===== config.mk =====
export PLATFORM = sky130hd
export DESIGN_NAME = seq_divider
export DESIGN_NICKNAME = d
export VERILOG_FILES = /design/src/rtl/div_pkg.sv /design/src/rtl/sub_unit.sv /design/src/rtl/seq_divider.sv
export SDC_FILE = /design/constraint.sdc
export NUM_CORES = 1
export LEC_CHECK = 0
export ABC_AREA = 1
export ABC_CLOCK_PERIOD_IN_PS = 2850
export BUFFER_PORTS_ARGS = -buffer_cell sky130_fd_sc_hd__buf_2
export CORE_UTILIZATION = 55
export DETAILED_ROUTE_END_ITERATION = 10
export GPL_ROUTABILITY_DRIVEN = 0
export HOLD_SLACK_MARGIN = 0.1
export PLACE_DENSITY = 0.75
export SLEW_MARGIN = 10
export SYNTH_ARGS = -nofsm -noshare
export SYNTH_HDL_FRONTEND = slang
export SYNTH_SLANG_ARGS = --single-unit

===== constraint.sdc =====
create_clock -name clk -period 2.85 [get_ports clk]
set_input_delay 0.285 -clock clk [delete_from_list [all_inputs] [get_ports clk]]
set_output_delay 0.285 -clock clk [all_outputs]
set_load 0.02 [all_outputs]

===== src/rtl/div_pkg.sv =====
// rtl/div_pkg.sv - shared types and constants for the sequential divider
package div_pkg;

    localparam int XLEN      = 32;
    localparam int DIV_STEPS = 32;
    localparam int CNT_W     = 6;

    typedef enum logic [1:0] {
        IDLE = 2'd0,
        CALC = 2'd1,
        FIX  = 2'd2
    } div_state_t;

    localparam logic [XLEN-1:0] DIV_BY_ZERO_Q = 32'hFFFF_FFFF;
    localparam logic [XLEN-1:0] INT_MIN       = 32'h8000_0000;

endpackage


===== src/rtl/sub_unit.sv =====
// rtl/sub_unit.sv - combinational subtractor with borrow out
// a_i, b_i   : operands, W bits
// diff_o     : a_i - b_i modulo 2^W
// borrow_o   : 1 when a_i < b_i (unsigned)
module sub_unit #(
    parameter int W = 33
) (
    input  logic [W-1:0] a_i,
    input  logic [W-1:0] b_i,
    output logic [W-1:0] diff_o,
    output logic         borrow_o
);

    logic [W:0] full;

    assign full     = {1'b0, a_i} - {1'b0, b_i};
    assign diff_o   = full[W-1:0];
    assign borrow_o = full[W];

endmodule


===== src/rtl/seq_divider.sv =====
// rtl/seq_divider.sv - 34-cycle restoring divider for RV32M DIV/DIVU/REM/REMU
// clk, rst            : clock, synchronous active-high reset
// start, is_signed    : request (taken only when idle), signed mode
// operand_a/operand_b : dividend/divisor, sampled on the accepting edge
// busy, done          : operation in progress, one-cycle result strobe
// quotient/remainder  : registered results, held until the next done
module seq_divider
    import div_pkg::*;
#(
    parameter int WIDTH = XLEN
) (
    input  logic             clk,
    input  logic             rst,
    input  logic             start,
    input  logic             is_signed,
    input  logic [WIDTH-1:0] operand_a,
    input  logic [WIDTH-1:0] operand_b,
    output logic             busy,
    output logic             done,
    output logic [WIDTH-1:0] quotient,
    output logic [WIDTH-1:0] remainder
);

    div_state_t       state_q, state_d;
    logic [CNT_W-1:0] cnt_q, cnt_d;
    logic [WIDTH-1:0] rem_q, rem_d;
    // Dividend bits shift out of the top while quotient bits shift in at the bottom.
    logic [WIDTH-1:0] dvd_q, dvd_d;
    logic [WIDTH-1:0] dvs_q, dvs_d;
    logic             sign_q_q, sign_q_d;
    logic             sign_r_q, sign_r_d;
    logic             div0_q, div0_d;
    logic             ovf_q, ovf_d;
    logic [WIDTH-1:0] quot_q, quot_d;
    logic [WIDTH-1:0] rmd_q, rmd_d;
    logic             done_q, done_d;

    logic [WIDTH:0]   shifted;
    logic [WIDTH:0]   diff;
    logic             borrow;
    logic             diff_msb_unused;

    logic             neg_a, neg_b;
    logic [WIDTH-1:0] mag_a, mag_b;

    // The partial remainder stays below the divisor, so it fits in WIDTH bits
    // and the subtractor's top difference bit is always zero when taken.
    assign shifted         = {rem_q, dvd_q[WIDTH-1]};
    assign diff_msb_unused = diff[WIDTH];

    sub_unit #(.W(WIDTH + 1)) u_sub (
        .a_i      (shifted),
        .b_i      ({1'b0, dvs_q}),
        .diff_o   (diff),
        .borrow_o (borrow)
    );

    assign neg_a = is_signed & operand_a[WIDTH-1];
    assign neg_b = is_signed & operand_b[WIDTH-1];
    assign mag_a = neg_a ? -operand_a : operand_a;
    assign mag_b = neg_b ? -operand_b : operand_b;

    always_comb begin
        state_d  = state_q;
        cnt_d    = cnt_q;
        rem_d    = rem_q;
        dvd_d    = dvd_q;
        dvs_d    = dvs_q;
        sign_q_d = sign_q_q;
        sign_r_d = sign_r_q;
        div0_d   = div0_q;
        ovf_d    = ovf_q;
        quot_d   = quot_q;
        rmd_d    = rmd_q;
        done_d   = 1'b0;

        unique case (state_q)
            IDLE: begin
                if (start) begin
                    dvd_d    = mag_a;
                    dvs_d    = mag_b;
                    sign_q_d = neg_a ^ neg_b;
                    sign_r_d = neg_a;
                    div0_d   = (operand_b == '0);
                    ovf_d    = is_signed && (operand_a == INT_MIN) && (operand_b == '1);
                    rem_d    = '0;
                    cnt_d    = '0;
                    state_d  = CALC;
                end
            end
            CALC: begin
                rem_d = borrow ? shifted[WIDTH-1:0] : diff[WIDTH-1:0];
                dvd_d = {dvd_q[WIDTH-2:0], ~borrow};
                cnt_d = cnt_q + 1'b1;
                if (cnt_q == CNT_W'(DIV_STEPS - 1)) begin
                    state_d = FIX;
                end
            end
            FIX: begin
                // Divide-by-zero leaves the natural remainder |a|, which the
                // dividend-sign correction turns back into operand_a.
                if (div0_q) begin
                    quot_d = DIV_BY_ZERO_Q;
                    rmd_d  = sign_r_q ? -rem_q : rem_q;
                end else if (ovf_q) begin
                    quot_d = INT_MIN;
                    rmd_d  = '0;
                end else begin
                    quot_d = sign_q_q ? -dvd_q : dvd_q;
                    rmd_d  = sign_r_q ? -rem_q : rem_q;
                end
                done_d  = 1'b1;
                state_d = IDLE;
            end
            default: state_d = IDLE;
        endcase
    end

    always_ff @(posedge clk) begin
        if (rst) begin
            state_q  <= IDLE;
            cnt_q    <= '0;
            rem_q    <= '0;
            dvd_q    <= '0;
            dvs_q    <= '0;
            sign_q_q <= 1'b0;
            sign_r_q <= 1'b0;
            div0_q   <= 1'b0;
            ovf_q    <= 1'b0;
            quot_q   <= '0;
            rmd_q    <= '0;
            done_q   <= 1'b0;
        end else begin
            state_q  <= state_d;
            cnt_q    <= cnt_d;
            rem_q    <= rem_d;
            dvd_q    <= dvd_d;
            dvs_q    <= dvs_d;
            sign_q_q <= sign_q_d;
            sign_r_q <= sign_r_d;
            div0_q   <= div0_d;
            ovf_q    <= ovf_d;
            quot_q   <= quot_d;
            rmd_q    <= rmd_d;
            done_q   <= done_d;
        end
    end

    assign busy      = (state_q != IDLE);
    assign done      = done_q;
    assign quotient  = quot_q;
    assign remainder = rmd_q;

endmodule

==> results of run 1 <==
## critical path: stages, from the launching register on
cell and delay, ns:
dfxtp_1 0.52, ha_1 0.35, a21oi_2 0.19, nor2_1 0.08, o21ai_1 0.16, nand2_2 0.11
nor2_8 0.29, nand2_8 0.23, nand2_4 0.17, nand2_1 0.08, nand2_1 0.07, a21oi_1 0.05
## metal layers
layer	share of wire	track usage	up-vias	wire [µm]
met5	0	0	-	0
met4	0.025	0.1041	0	957
li1	-	-	7110	-
met1	0.48	0.4789	6321	18160
met2	0.40	0.4373	630	14980
met3	0.10	0.05278	64	3787
## cells in the final DEF (no fill, tap or decap), types with 34 or more instances in the layout
cell type and count:
a21oi_1 161, buf_2 132, dfxtp_1 173, ha_1 38, inv_1 283, nand2_1 617, nand3_1 192, nand4_1 34
nor2_1 159, o21ai_0 93
## stage by stage
stage / utilization / cell area, µm²
after floorplan: - / 13030
after global placement: 0.6064 / 13900
after detailed placement: 0.6064 / 13900
after CTS: 0.6336 / 14520
after global routing: 0.6336 / 14520
final: 0.6336 / 14520
## kinds of logic (layout without fill, tap and decap cells)
group,count (synthesis),count (layout),synth area share
XOR/XNOR,38,38,0.02555
flip-flops,173,173,0.2658
buffers and inverters,387,491,0.1169
adder cells (fa/ha/maj),39,39,0.03803
AO/OA/AOI/OAI,369,369,0.1644
AND/OR/NAND/NOR,1130,1130,0.3893
## cell type report
class	instances	area (µm²)	area share
multi-input cells	1576	8065	0.5555
clock inverters	13	170.2	0.01172
repair buffers	152	823.3	0.05670
flip-flops and latches	173	3463	0.2385
well taps	313	391.6	0.02697
clock buffers	19	452.9	0.03120
inverters	307	1152	0.07937
## power groups by stage
stage / sequential (W) / combinational [W] / clock [W]
2_1_floorplan: 0.00302 / 0.00844 / 0
3_3_place_gp: 0.00322 / 0.0102 / 0
3_5_place_dp: 0.00323 / 0.0103 / 0
4_1_cts: 0.00318 / 0.0104 / 0.00252
5_1_grt: 0.00324 / 0.0117 / 0.00263
6_report: 0.00321 / 0.0106 / 0.00251
## sequential cells by signal, summed over array words and instances (netlist names), 2 cells and up
signal and cells:
cnt_q 6, quotient 32, dvd_q 32, remainder 32, rem_q 32, dvs_q 32, state_q 2
## worst max-delay path by stage
stage                    from        end  cells past startpoint
finish              rem_q[25]  rem_q[28]                     11
global route        rem_q[25]  rem_q[28]                     11
CTS                 rem_q[18]  rem_q[28]                     13
detailed placement  rem_q[25]  rem_q[28]                     11
global placement    rem_q[25]  rem_q[28]                     11
floorplan           dvd_q[31]  rem_q[28]                     16
==> results.ini, run 1 <==
[outcome]
outcome=complete, no violations

[pwr]
seqPwrFrac=0.197
peakVddDrop_v=0.0006793
power_w=0.01631
combPwrFrac=0.649
powerDensity_nw_per_um2=1123
p_sw_w=0.008737
leakage_nw=6.980
pwr-share-clk=0.154
p_sw_frac=0.5358
p_int_w=0.007569

[drt]
avgRoutedWirePerCell_um=14.84
finalWirelength_um=37890
final_antenna_net_count=0
vias_per_cell=5.533
num_vias=14130
first_pass_iters=7
drt_iter0_drc=1322
drc=0

[timing]
fmaxAchievable_ghz=0.4050
setup_slack_ns=0.3811
max-slew-margin-rel=0.4850
setup-violations-final=0
post-route-min-period_ns=2.469
fin_crit_sh=0.8663
max_slew.worst_pin.slew_ns=0.7716
finalMaxSlewViolations=0
hold_viol_final=0
timing.hold.ws_ns=0.1692
rsz0062_at_grt=no
clock_skew_ns=0.01417
fin_tns_setup_ns=0

[yosys]
syn-cell-area_um2=13030
yosysTopAreaCell=dfxtp_1
yosys_most_used_dff=dfxtp_1
synth_area_leaders=dfxtp_1, nand2_1, inv_1
ys_async_sr_fraction=0
yosysSeqAreaShare=0.2658
synth.distinct_cells=52
netlist.area_leader.share=0.2658
yosys.cell_count.top_type=nand2_1
synthTopCellsByCount=nand2_1, inv_1, nand3_1, dfxtp_1, a21oi_1
syn_nets=2243
yosysWarnings=0
ys_ff_latch=173
synthCells=2136
synth_edf_count=0
avgSynthCellArea_um2=6.100

[floorplan]
initial_utilization=0.5686
die_h_um=155.9
dieWidth_um=155.9
ios=134
dieArea_um2=24310
std_cell_rows=55
coreArea_um2=22920

[clock_tree]
cts_tree=done
cts_resized=0
clockRootBuffer=clkbuf_16
cts_buffers=17
clk_pin_slew_ns=0.07
cts_buffer_depth=2
htree_num_levels=4
post-cts-setup-buffers=0
ctsHoldBuffers=0
clk-insertion-delay-late_ns=0.45
clock-sinks=173

[flow_run]
maxCapViolations=0

[layout]
fillerInstances=2222
num-nets-final=2334
drive_gt1_frac=0.1455
area_growth_pct=11.44
n_antenna_cell=0
final_cells=2553

[setup_path]
crit_path_end_kind=register
arrival_ns=2.77
r2r_slack_ns=0.38
r2r_end=rem_q[28]
startpoint_type=register
r2r_start=rem_q[25]
cp.required_ns=3.15
worstSetupPathType=register to register
r2r_cells=11
cp_max_fo=33

[global_routing]
grt_antenna_before_repair=0
first_global_vias=12180
grt_max_degree=120
grt_pass1_wl_um=60900
gr-total-overflow=0
grt_use_total=0.3137

[placed_design]
dp_slack_ns=0.4644
place_hpwl_um=28610
post-place-cells=2521
port_buffers=133

[hold_path]
worstHoldPathCells=4
worstHoldStart=operand_b[27]
hold_class=primary input to register
whs_endpoint=dvs_q[27]

Power figures use the tool's default switching activity.
==> inputs of run 2 (changes only) <==
--- a/config.mk
+++ b/config.mk
@@ -12,7 +12,7 @@
 export DETAILED_ROUTE_END_ITERATION = 10
 export GPL_ROUTABILITY_DRIVEN = 0
 export HOLD_SLACK_MARGIN = 0.1
-export PLACE_DENSITY = 0.75
+export PLACE_DENSITY = 0.77
 export SLEW_MARGIN = 10
 export SYNTH_ARGS = -nofsm -noshare
 export SYNTH_HDL_FRONTEND = slang
==> results.ini, run 2 (synthesized netlist as in run 1, its figures left out) <==
[outcome]
outcome=complete, no violations

[clock_tree]
ctsHoldBuffers=0
cts_buffers=17
clk-insertion-delay-late_ns=0.45
cts_buffer_depth=2
cts_resized=0
htree_num_levels=4
clock-sinks=173
clk_pin_slew_ns=0.07
clockRootBuffer=clkbuf_16
cts_tree=done
post-cts-setup-buffers=0

[flow_run]
maxCapViolations=0

[setup_path]
path_delay_family=simple AND/OR/NAND/NOR gates
max_stage_delay_ns=0.51
worstSetupPathType=register to register
r2r_end=rem_q[28]
r2r_cells=13
critPathSlowestCell=dfxtp_1
r2r_slack_ns=0.32
cp.required_ns=3.14
r2r_start=rem_q[19]
startpoint_type=register
worstPathCellList=ha_1 > nand2_1 > inv_2 > nand2_1 > nand2_1 > a21oi_4 > nor2_4 > nor2_8 > nand2_8 > nand2_4 > nand2_1 > nand2_1 > a21oi_1
arrival_ns=2.81
cpMostUsedCell=nand2_1
crit_buf_inv=1
crit_cells=13
cp_max_fo=33
crit_path_end_kind=register

[drt]
vias_per_cell=5.537
first_pass_iters=6
final_antenna_net_count=0
avgRoutedWirePerCell_um=14.89
drc=0
drt_iter0_drc=1672
finalWirelength_um=38000
num_vias=14130

[timing]
clock_skew_ns=0.01710
setup-violations-final=0
setup_slack_ns=0.3239
max-slew-margin-rel=0.4344
finalMaxSlewViolations=0
max_slew.worst_pin.slew_ns=0.8484
fin_crit_sh=0.8864
fmaxAchievable_ghz=0.3959
fin_tns_setup_ns=0
post-route-min-period_ns=2.526
rsz0062_at_grt=no
hold_viol_final=0

[pwr]
powerDensity_nw_per_um2=1117
p_int_w=0.007502
p_sw_frac=0.5361
peakVddDrop_v=0.0006821
leakage_nw=6.957
pwr-share-clk=0.146
p_sw_w=0.008668
seqPwrFrac=0.199
combPwrFrac=0.655

[floorplan]
initial_utilization=0.5686
dieArea_um2=24310
die_h_um=155.9
dieWidth_um=155.9
std_cell_rows=55
coreArea_um2=22920
ios=134

[hold_path]
whs_endpoint=dvs_q[31]
worstHoldStart=operand_b[31]
hold_class=primary input to register
worstHoldPathCells=3

[placed_design]
port_buffers=133
dp_slack_ns=0.4182
place_hpwl_um=28800

[layout]
n_antenna_cell=0
num-nets-final=2334
layout.cells.most_common=nand2_1
drive_gt1_frac=0.1447
seqCellArea_um2=3463
fillerInstances=2248
final_cell_mix=nand2_1, inv_1, nand3_1
multi_input_area_um2=8065
area_growth_pct=11.15

[global_routing]
gr-total-overflow=0
first_global_vias=12150
grt_antenna_before_repair=0
grt_use_total=0.3161
grt_pass1_wl_um=61660
grt_max_degree=147

==> run 2: power by group through the flow <==
stage | logic [W] | registers [W] | clock network, W
5_1_grt | 0.0118 | 0.00325 | 0.00247
2_1_floorplan | 0.00844 | 0.00302 | 0
4_1_cts | 0.0104 | 0.00319 | 0.00236
6_report | 0.0106 | 0.00322 | 0.00236
3_3_place_gp | 0.0102 | 0.00322 | 0
3_5_place_dp | 0.0103 | 0.00324 | 0
==> run 2: final cells by class <==
cell class,count,area share
Timing Repair Buffer,152,0.05685
Tap cell,313,0.02704
Multi-Input combinational cell,1576,0.5569
Inverter,307,0.07958
Sequential cell,173,0.2392
Clock inverter,9,0.006998
Clock buffer,22,0.03344
==> run 2: how the worst max path moves through the flow <==
stage | from | end | slack (ns)
2_1_floorplan | dvd_q[31] | rem_q[28] | 0.88
3_3_place_gp | rem_q[19] | rem_q[29] | 0.45
5_1_grt | rem_q[29] | rem_q[28] | 0.22
6_report | rem_q[19] | rem_q[28] | 0.32
3_5_place_dp | rem_q[25] | rem_q[26] | 0.42
4_1_cts | rem_q[19] | rem_q[28] | 0.40
==> run 2: layer usage <==
layer,part of all wire,GRT usage
met1,0.48,0.4988
met2,0.40,0.4505
met3,0.10,0.04000
met4,0.011,0.06116
met5,0,0
==> run 2: stage by stage <==
stage	std cells	util	hold WS (ns)	area (µm²)	power, W
5_1_grt	2552	0.6319	0.1579	14480	0.01754
3_5_place_dp	2521	0.6064	0.4522	13900	0.01353
3_3_place_gp	2521	0.6064	0.4498	13900	0.01340
2_1_floorplan	2136	-	0.4371	13030	0.01146
6_report	2552	0.6319	0.1461	14480	0.01617
4_1_cts	2552	0.6319	0.1436	14480	0.01593
==> run 2: worst reg2reg max path, cell delays in order, from the launching register on <==
cell and delay, ns:
dfxtp_1 0.51, ha_1 0.35, nand2_1 0.18, inv_2 0.04, nand2_1 0.05, nand2_1 0.10
a21oi_4 0.20, nor2_4 0.07, nor2_8 0.26, nand2_8 0.24, nand2_4 0.18, nand2_1 0.07
nand2_1 0.07, a21oi_1 0.06
